### config.mk
export PLATFORM = sky130hd
export DESIGN_NAME = matrix_result_streamer_flat
export DESIGN_NICKNAME = d
export VERILOG_FILES = /design/src/rtl/matrix_result_streamer_pkg.sv /design/src/rtl/matrix_result_streamer_if.sv /design/src/rtl/matrix_result_streamer.sv /design/src/flat_wrapper.sv
export SDC_FILE = /design/constraint.sdc
export NUM_CORES = 1
export LEC_CHECK = 0
export ABC_AREA = 1
export BUFFER_PORTS_ARGS = -buffer_cell sky130_fd_sc_hd__buf_2
export CAP_MARGIN = 40
export CORE_MARGIN = 2
export CORE_UTILIZATION = 60
export DETAILED_ROUTE_END_ITERATION = 8
export HOLD_SLACK_MARGIN = 0.02
export PLACE_DENSITY = 0.95
export SLEW_MARGIN = 40
export SYNTH_ARGS = -nofsm -noshare
export SYNTH_HDL_FRONTEND = slang
export SYNTH_SLANG_ARGS = --single-unit
export TNS_END_PERCENT = 5
### constraint.sdc
create_clock -name clk -period 6.7 [get_ports clk]
set_input_delay 1.34 -clock clk [delete_from_list [all_inputs] [get_ports clk]]
set_output_delay 1.34 -clock clk [all_outputs]
set_load 0.01 [all_outputs]
### src/rtl/matrix_result_streamer_pkg.sv
// Shared constants, dimension-code helpers and stream state for the result streamer.
package matrix_result_streamer_pkg;

    localparam int unsigned ELEM_W     = 16;
    localparam int unsigned MAX_DIM    = 5;
    localparam int unsigned DIM_W      = 3;
    localparam int unsigned NUM_ELEM   = MAX_DIM * MAX_DIM;
    localparam int unsigned RES_W      = NUM_ELEM * ELEM_W;
    localparam int unsigned DIM_CODE_W = 2 * DIM_W;
    // Flat element index width; MAX_DIM*MAX_DIM-1 = 24 fits in 5 bits.
    localparam int unsigned IDX_W      = 5;

    localparam logic [DIM_W-1:0] MAX_DIM_V = DIM_W'(MAX_DIM);

    typedef enum logic {
        StIdle   = 1'b0,
        StStream = 1'b1
    } stream_state_e;

    // Dimension code layout: {rows, cols}.
    function automatic logic [DIM_W-1:0] rows_of(input logic [DIM_CODE_W-1:0] dim);
        return dim[DIM_CODE_W-1 -: DIM_W];
    endfunction

    function automatic logic [DIM_W-1:0] cols_of(input logic [DIM_CODE_W-1:0] dim);
        return dim[DIM_W-1:0];
    endfunction

    // Row-major flat index row*cols+col, evaluated at IDX_W bits.
    function automatic logic [IDX_W-1:0] elem_idx(input logic [DIM_W-1:0] row,
                                                   input logic [DIM_W-1:0] col,
                                                   input logic [DIM_W-1:0] cols);
        return IDX_W'(row) * IDX_W'(cols) + IDX_W'(col);
    endfunction

endpackage

### src/rtl/matrix_result_streamer_if.sv
// Element stream toward the output formatter: one element per valid/ready beat.
interface matrix_result_streamer_if;
    import matrix_result_streamer_pkg::*;

    logic              valid;
    logic              ready;
    logic [ELEM_W-1:0] data;
    logic [DIM_W-1:0]  row;
    logic [DIM_W-1:0]  col;
    logic              eol;
    logic              last;

    modport master (
        output valid, data, row, col, eol, last,
        input  ready
    );

    modport slave (
        input  valid, data, row, col, eol, last,
        output ready
    );

endinterface

### src/rtl/matrix_result_streamer.sv
// Captures a completed matrix result and streams its elements row-major, one per handshake.
module matrix_result_streamer
    import matrix_result_streamer_pkg::*;
(
    input  logic                        clk,
    input  logic                        rst_n,
    input  logic                        i_res_valid,
    input  logic                        i_res_error,
    input  logic [RES_W-1:0]            i_result_data,
    input  logic [DIM_CODE_W-1:0]       i_result_dim,
    matrix_result_streamer_if.master    m_if,
    output logic                        o_busy,
    output logic                        o_bad_dim,
    output logic                        o_overrun
);

    stream_state_e     r_state, w_state_nxt;

    logic [RES_W-1:0]  r_mat, w_mat_nxt;
    logic [DIM_W-1:0]  r_rows, w_rows_nxt;
    logic [DIM_W-1:0]  r_cols, w_cols_nxt;
    logic [DIM_W-1:0]  r_row, w_row_nxt;
    logic [DIM_W-1:0]  r_col, w_col_nxt;
    logic [ELEM_W-1:0] r_data, w_data_nxt;
    logic              r_eol, w_eol_nxt;
    logic              r_last, w_last_nxt;
    logic              r_active, w_active_nxt;
    logic              r_bad_dim, w_bad_dim_nxt;
    logic              r_overrun, w_overrun_nxt;

    logic [DIM_W-1:0]  w_rows_in, w_cols_in;
    logic [IDX_W-1:0]  w_idx_nxt;
    logic              w_dim_ok, w_take, w_xfer;

    assign w_rows_in = rows_of(i_result_dim);
    assign w_cols_in = cols_of(i_result_dim);
    assign w_dim_ok  = (w_rows_in != '0) && (w_cols_in != '0) &&
                       (w_rows_in <= MAX_DIM_V) && (w_cols_in <= MAX_DIM_V);
    assign w_take    = i_res_valid && !i_res_error;
    assign w_xfer    = r_active && m_if.ready;

    // State register.
    always_ff @(posedge clk or negedge rst_n) begin
        if (!rst_n) begin
            r_state <= StIdle;
        end else begin
            r_state <= w_state_nxt;
        end
    end

    // Next-state: start on a clean, in-range result; finish on the m_last transfer.
    always_comb begin
        w_state_nxt = r_state;
        unique case (r_state)
            StIdle:   if (w_take && w_dim_ok) w_state_nxt = StStream;
            StStream: if (w_xfer && r_last)   w_state_nxt = StIdle;
            default:  w_state_nxt = StIdle;
        endcase
    end

    // Next values of the latched result and of every registered output.
    always_comb begin
        w_mat_nxt     = r_mat;
        w_rows_nxt    = r_rows;
        w_cols_nxt    = r_cols;
        w_row_nxt     = r_row;
        w_col_nxt     = r_col;
        w_data_nxt    = r_data;
        w_eol_nxt     = r_eol;
        w_last_nxt    = r_last;
        w_active_nxt  = r_active;
        w_bad_dim_nxt = 1'b0;
        w_overrun_nxt = 1'b0;
        w_idx_nxt     = '0;
        unique case (r_state)
            StIdle: begin
                if (w_take && !w_dim_ok) begin
                    w_bad_dim_nxt = 1'b1;
                end else if (w_take) begin
                    // Element 0 comes straight from the bus; the latch is not loaded yet.
                    w_mat_nxt    = i_result_data;
                    w_rows_nxt   = w_rows_in;
                    w_cols_nxt   = w_cols_in;
                    w_row_nxt    = '0;
                    w_col_nxt    = '0;
                    w_data_nxt   = i_result_data[ELEM_W-1:0];
                    w_eol_nxt    = (w_cols_in == DIM_W'(1));
                    w_last_nxt   = (w_cols_in == DIM_W'(1)) && (w_rows_in == DIM_W'(1));
                    w_active_nxt = 1'b1;
                end
            end
            StStream: begin
                // Any result arriving mid-stream is dropped, error flag or not.
                w_overrun_nxt = i_res_valid;
                if (w_xfer && r_last) begin
                    w_row_nxt    = '0;
                    w_col_nxt    = '0;
                    w_data_nxt   = '0;
                    w_eol_nxt    = 1'b0;
                    w_last_nxt   = 1'b0;
                    w_active_nxt = 1'b0;
                end else if (w_xfer) begin
                    if (r_eol) begin
                        w_row_nxt = r_row + DIM_W'(1);
                        w_col_nxt = '0;
                    end else begin
                        w_col_nxt = r_col + DIM_W'(1);
                    end
                    w_idx_nxt  = elem_idx(w_row_nxt, w_col_nxt, r_cols);
                    w_data_nxt = r_mat[w_idx_nxt * ELEM_W +: ELEM_W];
                    w_eol_nxt  = (w_col_nxt == r_cols - DIM_W'(1));
                    w_last_nxt = (w_col_nxt == r_cols - DIM_W'(1)) &&
                                 (w_row_nxt == r_rows - DIM_W'(1));
                end
            end
            default: ;
        endcase
    end

    // Datapath and output registers; everything clears asynchronously.
    always_ff @(posedge clk or negedge rst_n) begin
        if (!rst_n) begin
            r_mat     <= '0;
            r_rows    <= '0;
            r_cols    <= '0;
            r_row     <= '0;
            r_col     <= '0;
            r_data    <= '0;
            r_eol     <= 1'b0;
            r_last    <= 1'b0;
            r_active  <= 1'b0;
            r_bad_dim <= 1'b0;
            r_overrun <= 1'b0;
        end else begin
            r_mat     <= w_mat_nxt;
            r_rows    <= w_rows_nxt;
            r_cols    <= w_cols_nxt;
            r_row     <= w_row_nxt;
            r_col     <= w_col_nxt;
            r_data    <= w_data_nxt;
            r_eol     <= w_eol_nxt;
            r_last    <= w_last_nxt;
            r_active  <= w_active_nxt;
            r_bad_dim <= w_bad_dim_nxt;
            r_overrun <= w_overrun_nxt;
        end
    end

    assign m_if.valid = r_active;
    assign m_if.data  = r_data;
    assign m_if.row   = r_row;
    assign m_if.col   = r_col;
    assign m_if.eol   = r_eol;
    assign m_if.last  = r_last;
    assign o_busy     = r_active;
    assign o_bad_dim  = r_bad_dim;
    assign o_overrun  = r_overrun;

endmodule

### src/flat_wrapper.sv
// flat-port wrapper written by rule: the top's interface ports become plain ports
module matrix_result_streamer_flat import matrix_result_streamer_pkg::*;
  (clk, rst_n, i_res_valid, i_res_error, i_result_data, i_result_dim, o_busy, o_bad_dim, o_overrun, m_if_valid, m_if_data, m_if_row, m_if_col, m_if_eol, m_if_last, m_if_ready);
  matrix_result_streamer_if m_if_i ();
  input  logic clk;
  input  logic rst_n;
  input  logic i_res_valid;
  input  logic i_res_error;
  input  logic [RES_W-1:0] i_result_data;
  input  logic [DIM_CODE_W-1:0] i_result_dim;
  output logic o_busy;
  output logic o_bad_dim;
  output logic o_overrun;
  output wire logic [$bits(m_if_i.valid)-1:0] m_if_valid;
  output wire logic [$bits(m_if_i.data)-1:0] m_if_data;
  output wire logic [$bits(m_if_i.row)-1:0] m_if_row;
  output wire logic [$bits(m_if_i.col)-1:0] m_if_col;
  output wire logic [$bits(m_if_i.eol)-1:0] m_if_eol;
  output wire logic [$bits(m_if_i.last)-1:0] m_if_last;
  input wire logic [$bits(m_if_i.ready)-1:0] m_if_ready;
  assign m_if_valid = m_if_i.valid;
  assign m_if_data = m_if_i.data;
  assign m_if_row = m_if_i.row;
  assign m_if_col = m_if_i.col;
  assign m_if_eol = m_if_i.eol;
  assign m_if_last = m_if_i.last;
  assign m_if_i.ready = m_if_ready;
  matrix_result_streamer u_core (.clk(clk), .rst_n(rst_n), .i_res_valid(i_res_valid), .i_res_error(i_res_error), .i_result_data(i_result_data), .i_result_dim(i_result_dim), .m_if(m_if_i), .o_busy(o_busy), .o_bad_dim(o_bad_dim), .o_overrun(o_overrun));
endmodule
== Yosys cells after proc, flatten, opt, wreduce, memory -nomap -nowiden ==
Cells that the tools add are included.

* Logic and storage cells: 89
* Flip-flop bits (word level): 434
* Output and inout port bits: 28
* Input bits: 411

* Muxes and demuxes: 41
* Bitwise operators: 2
* Magnitude comparators: 2
* Add/sub/neg operators: 5
* Shift-type cells: 1
* Multiply operators: 1
* Reduce and logical (&&, ||, !) cells: 17
* Equality and inequality tests: 8

{| class="wikitable"
|+ Operator list
! operator !! count
|-
| variable part select 400 x 10 -> 16 bit || 1
|-
| 2-to-1 mux 16 bit || 4
|-
| 2-to-1 mux 3 bit || 14
|-
| case mux 16 bit (2 select lines) || 1
|-
| 2-to-1 mux 1 bit || 16
|-
| case mux 3 bit (2 select lines) || 2
|-
| logical AND 1 bit || 10
|-
| AND reduction 3 bit || 3
|-
| case mux 1 bit (2 select lines) || 4
|-
| adder 3 x 1 -> 3 bit, second input constant || 2
|-
| == test 3 x 1 -> 1 bit, second input constant || 2
|-
| == test 3 bit || 2
|-
| <= comparator 3 bit, second input constant || 2
|-
| nonzero test 3 bit || 2
|-
| subtractor 3 x 1 -> 3 bit, second input constant || 2
|-
| adder 5 x 3 -> 5 bit || 1
|-
| multiplier 3 x 3 -> 5 bit || 1
|-
| != test 2 bit, second input constant || 2
|-
| != test 3 bit, second input constant || 1
|-
| logical NOT 1 bit || 2
|-
| != test 2 x 1 -> 1 bit, second input constant || 1
|-
| NOT 1 bit || 2
|}

== Logic depth before layout (Yosys ltp) ==
* Depth in word-level cells: 11
* Mapped depth: 21

== Worst setup path before layout ==
No wires, ideal clock.

* Path type: reg-to-reg
* Start: reg u_core.r_row[0], in the netlist u_core.m_if.row[0]
* End: reg u_core.r_data[3], in the netlist u_core.m_if.data[3]
* Library setup time: 0.077 ns
* Data required time: 6.623 ns
* Slack: 3.158 ns
* Data arrival time: 3.465 ns
* Buffers on the path: 2
* Stages on the path, launching flop included: 19
* Path through: dfrtp_1 > ha_1 > nand2_1 > o21a_1 > inv_1 > nand2_1 > fa_1 > fa_1 > inv_1 > fa_1 > inv_1 > buf_2 > buf_2 > nand3_1 > nand3_1 > nand3_1 > nand3_1 > nand3_1 > a21oi_1

* Word-level cells in the longest chain between the ends: 11

{| class="wikitable"
|+ RTL lines
! item !! RTL line !! RTL
|-
| start: declaration || matrix_result_streamer.sv:22 || <nowiki>logic [DIM_W-1:0] r_row, w_row_nxt;</nowiki>
|-
| start signal: assignment || matrix_result_streamer.sv:138 || <nowiki>r_row <= w_row_nxt;</nowiki>
|-
| adder 3 x 1 -> 3 bit || matrix_result_streamer.sv:104 || <nowiki>w_row_nxt = r_row + DIM_W'(1);</nowiki>
|-
| 2-to-1 mux 3 bit * || matrix_result_streamer.sv:103 || <nowiki>if (r_eol) begin</nowiki>
|-
| 2-to-1 mux 3 bit * || matrix_result_streamer.sv:102 || <nowiki>end else if (w_xfer) begin</nowiki>
|-
| 2-to-1 mux 3 bit * || matrix_result_streamer.sv:95 || <nowiki>if (w_xfer && r_last) begin</nowiki>
|-
| 2-to-1 mux 3 bit * || matrix_result_streamer.sv:75 || <nowiki>unique case (r_state)</nowiki>
|-
| multiplier 3 x 3 -> 5 bit * || matrix_result_streamer_pkg.sv:33 || <nowiki>return IDX_W'(row) * IDX_W'(cols) + IDX_W'(col);</nowiki>
|-
| adder 5 x 3 -> 5 bit * || matrix_result_streamer_pkg.sv:33 ||
|-
| variable part select 400 x 10 -> 16 bit * || matrix_result_streamer.sv:110 || <nowiki>w_data_nxt = r_mat[w_idx_nxt * ELEM_W +: ELEM_W];</nowiki>
|-
| 2-to-1 mux 16 bit * || matrix_result_streamer.sv:102 ||
|-
| 2-to-1 mux 16 bit * || matrix_result_streamer.sv:95 ||
|-
| case mux 16 bit (2 select lines) * || matrix_result_streamer.sv:75 ||
|-
| end signal: assignment || matrix_result_streamer.sv:140 || <nowiki>r_data <= w_data_nxt;</nowiki>
|-
| end: declaration || matrix_result_streamer.sv:24 || <nowiki>logic [ELEM_W-1:0] r_data, w_data_nxt;</nowiki>
|}

Mark *: on every way between the ends. The rest lies on a longest branch, timed or not. The select of a mux whose other input is x is not followed.
A chain may end at the register's enable or synchronous reset.

== Final worst setup path ==
* Start: reg u_core.r_row[0], in the netlist u_core.m_if.row[0]
* End: reg u_core.r_data[14], in the netlist u_core.m_if.data[14]

The elaborated chain is that of the path after synthesis.

==> results.env <==
VDD.IR_DROP.WORST_uV=402.6
FINAL-HOLD-VIOLATION-COUNT=0
POSTSYNTH.ASYNCRESETSHARE_PCT=100.0
DETAILEDPLACE.WORSTSLACK_NS=2.221
DRC_ERRORS=0
CLOCK_LATENCY_REPORTED_FOR_THE_LATE_SIDE_OF_THE_WORST_SKEW_PAIR_NS=0.56
POSTCTSSETUPREPAIRBUFS=0
NETLIST_INSTANCES=2857
POWER.CLOCK.FRACTION_PCT=18.6
INTPOWER_W=0.007575
TIGHTEST_SLEW_NS=0.8109
YS_SEQ_ELEMENTS=434
WORST_SLACK_NS=2.215
SETUP-TNS-FINAL_NS=0
UNREPAIRED_SETUP_ENDPOINTS_AFTER_GLOBAL_ROUTING='no'
GRT_START_MAX_NET_PINS=233
ROUTED_WIRE_LENGTH_PER_INSTANCE_UM=19.23
SWITCHING_SHARE_PCT=46.45
DRT_WL_TOTAL_MM=70.78
P_COMB_SHARE_PCT=48.3
DRIVE_ABOVE_1_SHARE_PCT=17.82
DRT_ITER0_DRC=2447
FIRST_GLOBAL_VIAS=19280
GRT_ANTENNA_BEFORE_REPAIR=6
FP.COREAREA_MM2=0.03540
COUNT_OF_NETS_AFTER_FINISHING=3606
MAPPEDNETLISTNETS=3283
CRIT_PATH_LAUNCH='u_core.m_if.row[0]'
HOLDCRITSTARTPOINT='u_core.r_mat[224]'
CRITICAL_PATH_ARRIVAL_NS=4.92
POST_LAYOUT_INST_AREA_MM2=0.02496
FILLER_CELL_COUNT=2789
NUMBER_OF_CELLS_TRAVERSED_BY_THE_WORST_REGISTER_TO_REGISTER_PATH=19
ROW_COUNT=69
YOSYSUNIQUECELLTYPES=30
R2R_SETUP_SLACK_NS=2.21
STATUS='finished, final reports clean'
GLOBALROUTEOVERFLOWTOTAL=0
HP-CLASS='reg2reg'
P_SW_W=0.006570
CRITICALPATHCATEGORY='reg2reg'
SYNTH_TOP_AREA_SHARE_PCT=50.64
WORSTHOLDPATHCELLS=2
DIE_AREA_MM2=0.03727
PLACEDINSTANCEAREA_MM2=0.02331
GRT_USE_TOTAL_PCT=37.59
SYNTHFLOPTYPE='dfrtp_1'
PATH_MAX_FANOUT=59
SYNTHDOMINANTAREACELLTYPE='dfrtp_1'
WORSTREG2REGSTART='u_core.m_if.row[0]'
CP.REQUIRED_NS=7.13
EDFF_COUNT_SYNTH=0
POWER_DENSITY_mW_PER_MM2=566.6
DEEPEST_LEVEL_OF_THE_CTS_H_TREE=2
SYN_AVG_CELL_AREA_UM2=7.507
CRITICAL-PATH-TOP-DELAY-FAMILY='adder cells'
PROPORTION_OF_SYNTHESIZED_CHIP_AREA_IN_SEQUENTIAL_CELLS_PCT=50.64
YOSYS-TOP-CELLS-AREA='dfrtp_1 51%, nand2_1 26%, nand3_1 8.4%, o21ai_0 2.5%, inv_1 2.5%'
SYNTHESIS.YOSYS.WARNINGS=0
CRITPATHBUFINV=5
POST_CTS.RESIZED_INSTANCES=0
COUNT_OF_PORT_BUFFERS_ADDED_DURING_PLACEMENT=438
CTS_MADE_BUFFERS=45
DETAIL-ROUTE-ANTENNA-NETS=0
SYNTH_COMMON_CELLS='1485 x nand2_1, 434 x dfrtp_1, 361 x nand3_1, 140 x inv_1, 106 x o21ai_0'
POST_SYNTH_INSTANCE_AREA_MM2=0.02145
AREA_GROWTH_SYN_TO_LAYOUT_PCT=16.40
FINALCRITPERIODSHARE_PCT=66.95
DETAILEDROUTE.FIRSTPASSITERATIONCOUNT=6
CTS-ROOT-TO-SINK-BUFFERS=3
CP-START-KIND='flop'
TRITONCTS_CLOCK_TREE='built'
CRITICAL_PATH.CELL_CHAIN='ha_1, nand2_1, o21a_1, inv_1, nand2_1, fa_1, fa_1, inv_1, fa_2, buf_4, inv_4, nor2_1, nand3_1, nand2_1, inv_1, nand2_1, nand2_1, nand3_1, a21oi_1'
REPORT.POWER.TOTAL_W=0.01414
DETAILROUTE.VIA_COUNT=20650
FP.DIEH_UM=193.1
SETUP_VIOL_COUNT_FINAL=0
DIE_X_UM=193.1
CRITICAL_PATH.SLOWEST_CELL='buf_4'
FINALWORSTPATHREQUIREDPERIOD_NS=4.485
TIMING.RR.END='u_core.m_if.data[14]'
CLK_TRANSITION_REPORTED_PATHS_NS=0.06
WORST_SLEW_MARGIN_REL_PCT=45.94
CP_COMMON_CELL='nand2_1'
WORSTHOLDENDPOINT='u_core.r_mat[224]'
CLOCK_TREE.ROOT_CELL='clkbuf_16'
I_O_PIN_TOTAL=439
GRT_FIRST_PASS_WIRELENGTH_MM=105.8
CLOCK_SINK_COUNT=434
CTS.HOLD.BUFFERS_ADDED=0
SLEW_VIOL_FINAL=0
FIN_SKEW_NS=0.01459
MAXCLOCKFREQUENCY_MHz=222.9
AVGVIACOUNTPERCELL=5.609
GP_ROUTABILITY_CONGESTION=0.9361
SEQUENTIAL_POWER_SHARE_PCT=33.2
WORSTSETUPENDPOINTTYPE='flop'
MAX_STAGE_DELAY_NS=0.54
YOSYSMOSTFREQUENTCELL='nand2_1'
INITIAL_CORE_UTIL_PCT=60.59
MAX_CAP_VIOL_COUNT=0
STATIC-LEAKAGE-POWER_nW=13.56
DETAILED_PLACE_HPWL_MM=48.81
## cells in the final DEF, fill, tap and decap left out, types with 13 or more instances in the layout
cell and instances:
o21ai_2 15, clkbuf_8 13, nand3_1 361, dfrtp_1 434
clkbuf_16 46, nand2_1 1485, nor2_1 64, o21ai_0 106
a21oi_1 22, inv_1 138, buf_2 437
## cell families (layout without fill, tap and decap cells)
kind of cell / count (synthesis) / in the layout / share of synthesized area, %
buf+inv: 328 / 686 / 8.191
fa+ha+maj: 15 / 15 / 0.9801
compound gates: 148 / 148 / 3.780
xor+xnor: 10 / 10 / 0.4084
other cells: 0 / 5 / 0
flops: 434 / 434 / 50.64
simple gates: 1922 / 1922 / 36.00
## layer usage
metal / vias up / track usage, % / wire (um)
met5: - / 0 / 55
met4: 8 / 22.03 / 4822
met3: 268 / 6.570 / 6647
met2: 1234 / 60.92 / 32970
met1: 9622 / 47.75 / 26280
li1: 9515 / - / -
## through the flow
stage	utilization, %	hold slack, ns	std cells
after floorplan	-	0.4422	2857
after global placement	65.63	0.4538	3588
after detailed placement	65.87	0.4582	3591
after CTS	70.28	0.4729	3673
after global routing	70.51	0.4821	3678
final	70.53	0.4709	3681
## how the worst max path moves through the flow
stage / endpoint / slack (ns) / cells past startpoint
floorplan: u_core.m_if.data[3] / 3.16 / 18
finish: u_core.m_if.data[14] / 2.21 / 19
global route: u_core.m_if.data[15] / 1.95 / 19
CTS: u_core.m_if.data[14] / 2.17 / 19
detailed placement: u_core.m_if.data[14] / 2.22 / 19
global placement: u_core.m_if.data[14] / 2.08 / 19
## worst min-delay path, delay by kind of cell, from the launching register on
| kind | cells | cell delay (ns) |
|---|---|---|
| flip-flops | 1 | 0.34 |
| AND/OR/NAND/NOR | 2 | 0.10 |
## power by group through the flow
stage / clock network, W / logic, W / registers (W)
floorplan: 0 / 0.00466 / 0.00447
global route: 0.00274 / 0.00750 / 0.00481
detailed placement: 0 / 0.00660 / 0.00468
CTS: 0.00263 / 0.00668 / 0.00466
global placement: 0 / 0.00649 / 0.00463
finish: 0.00262 / 0.00683 / 0.00469
## sequential cells by signal, summed over array words and instances (netlist names), 3 cells and up
register          flops
u_core.r_mat        400
u_core.m_if.data     16
u_core.m_if.col       3
u_core.m_if.row       3
u_core.r_cols         3
u_core.r_rows         3
## layout make-up
class | count | area, um^2 | area share, %
sequential | 434 | 10860 | 43.50
tap | 461 | 576.8 | 2.311
antenna | 5 | 12.51 | 0.05012
inverter | 147 | 575.6 | 2.306
timing repair buffer | 457 | 2515 | 10.07
clock buffer | 63 | 1345 | 5.388
clock inverter | 19 | 216.5 | 0.8671
multi-input combinational | 2095 | 8862 | 35.50
(Power assumes the default switching activity.)
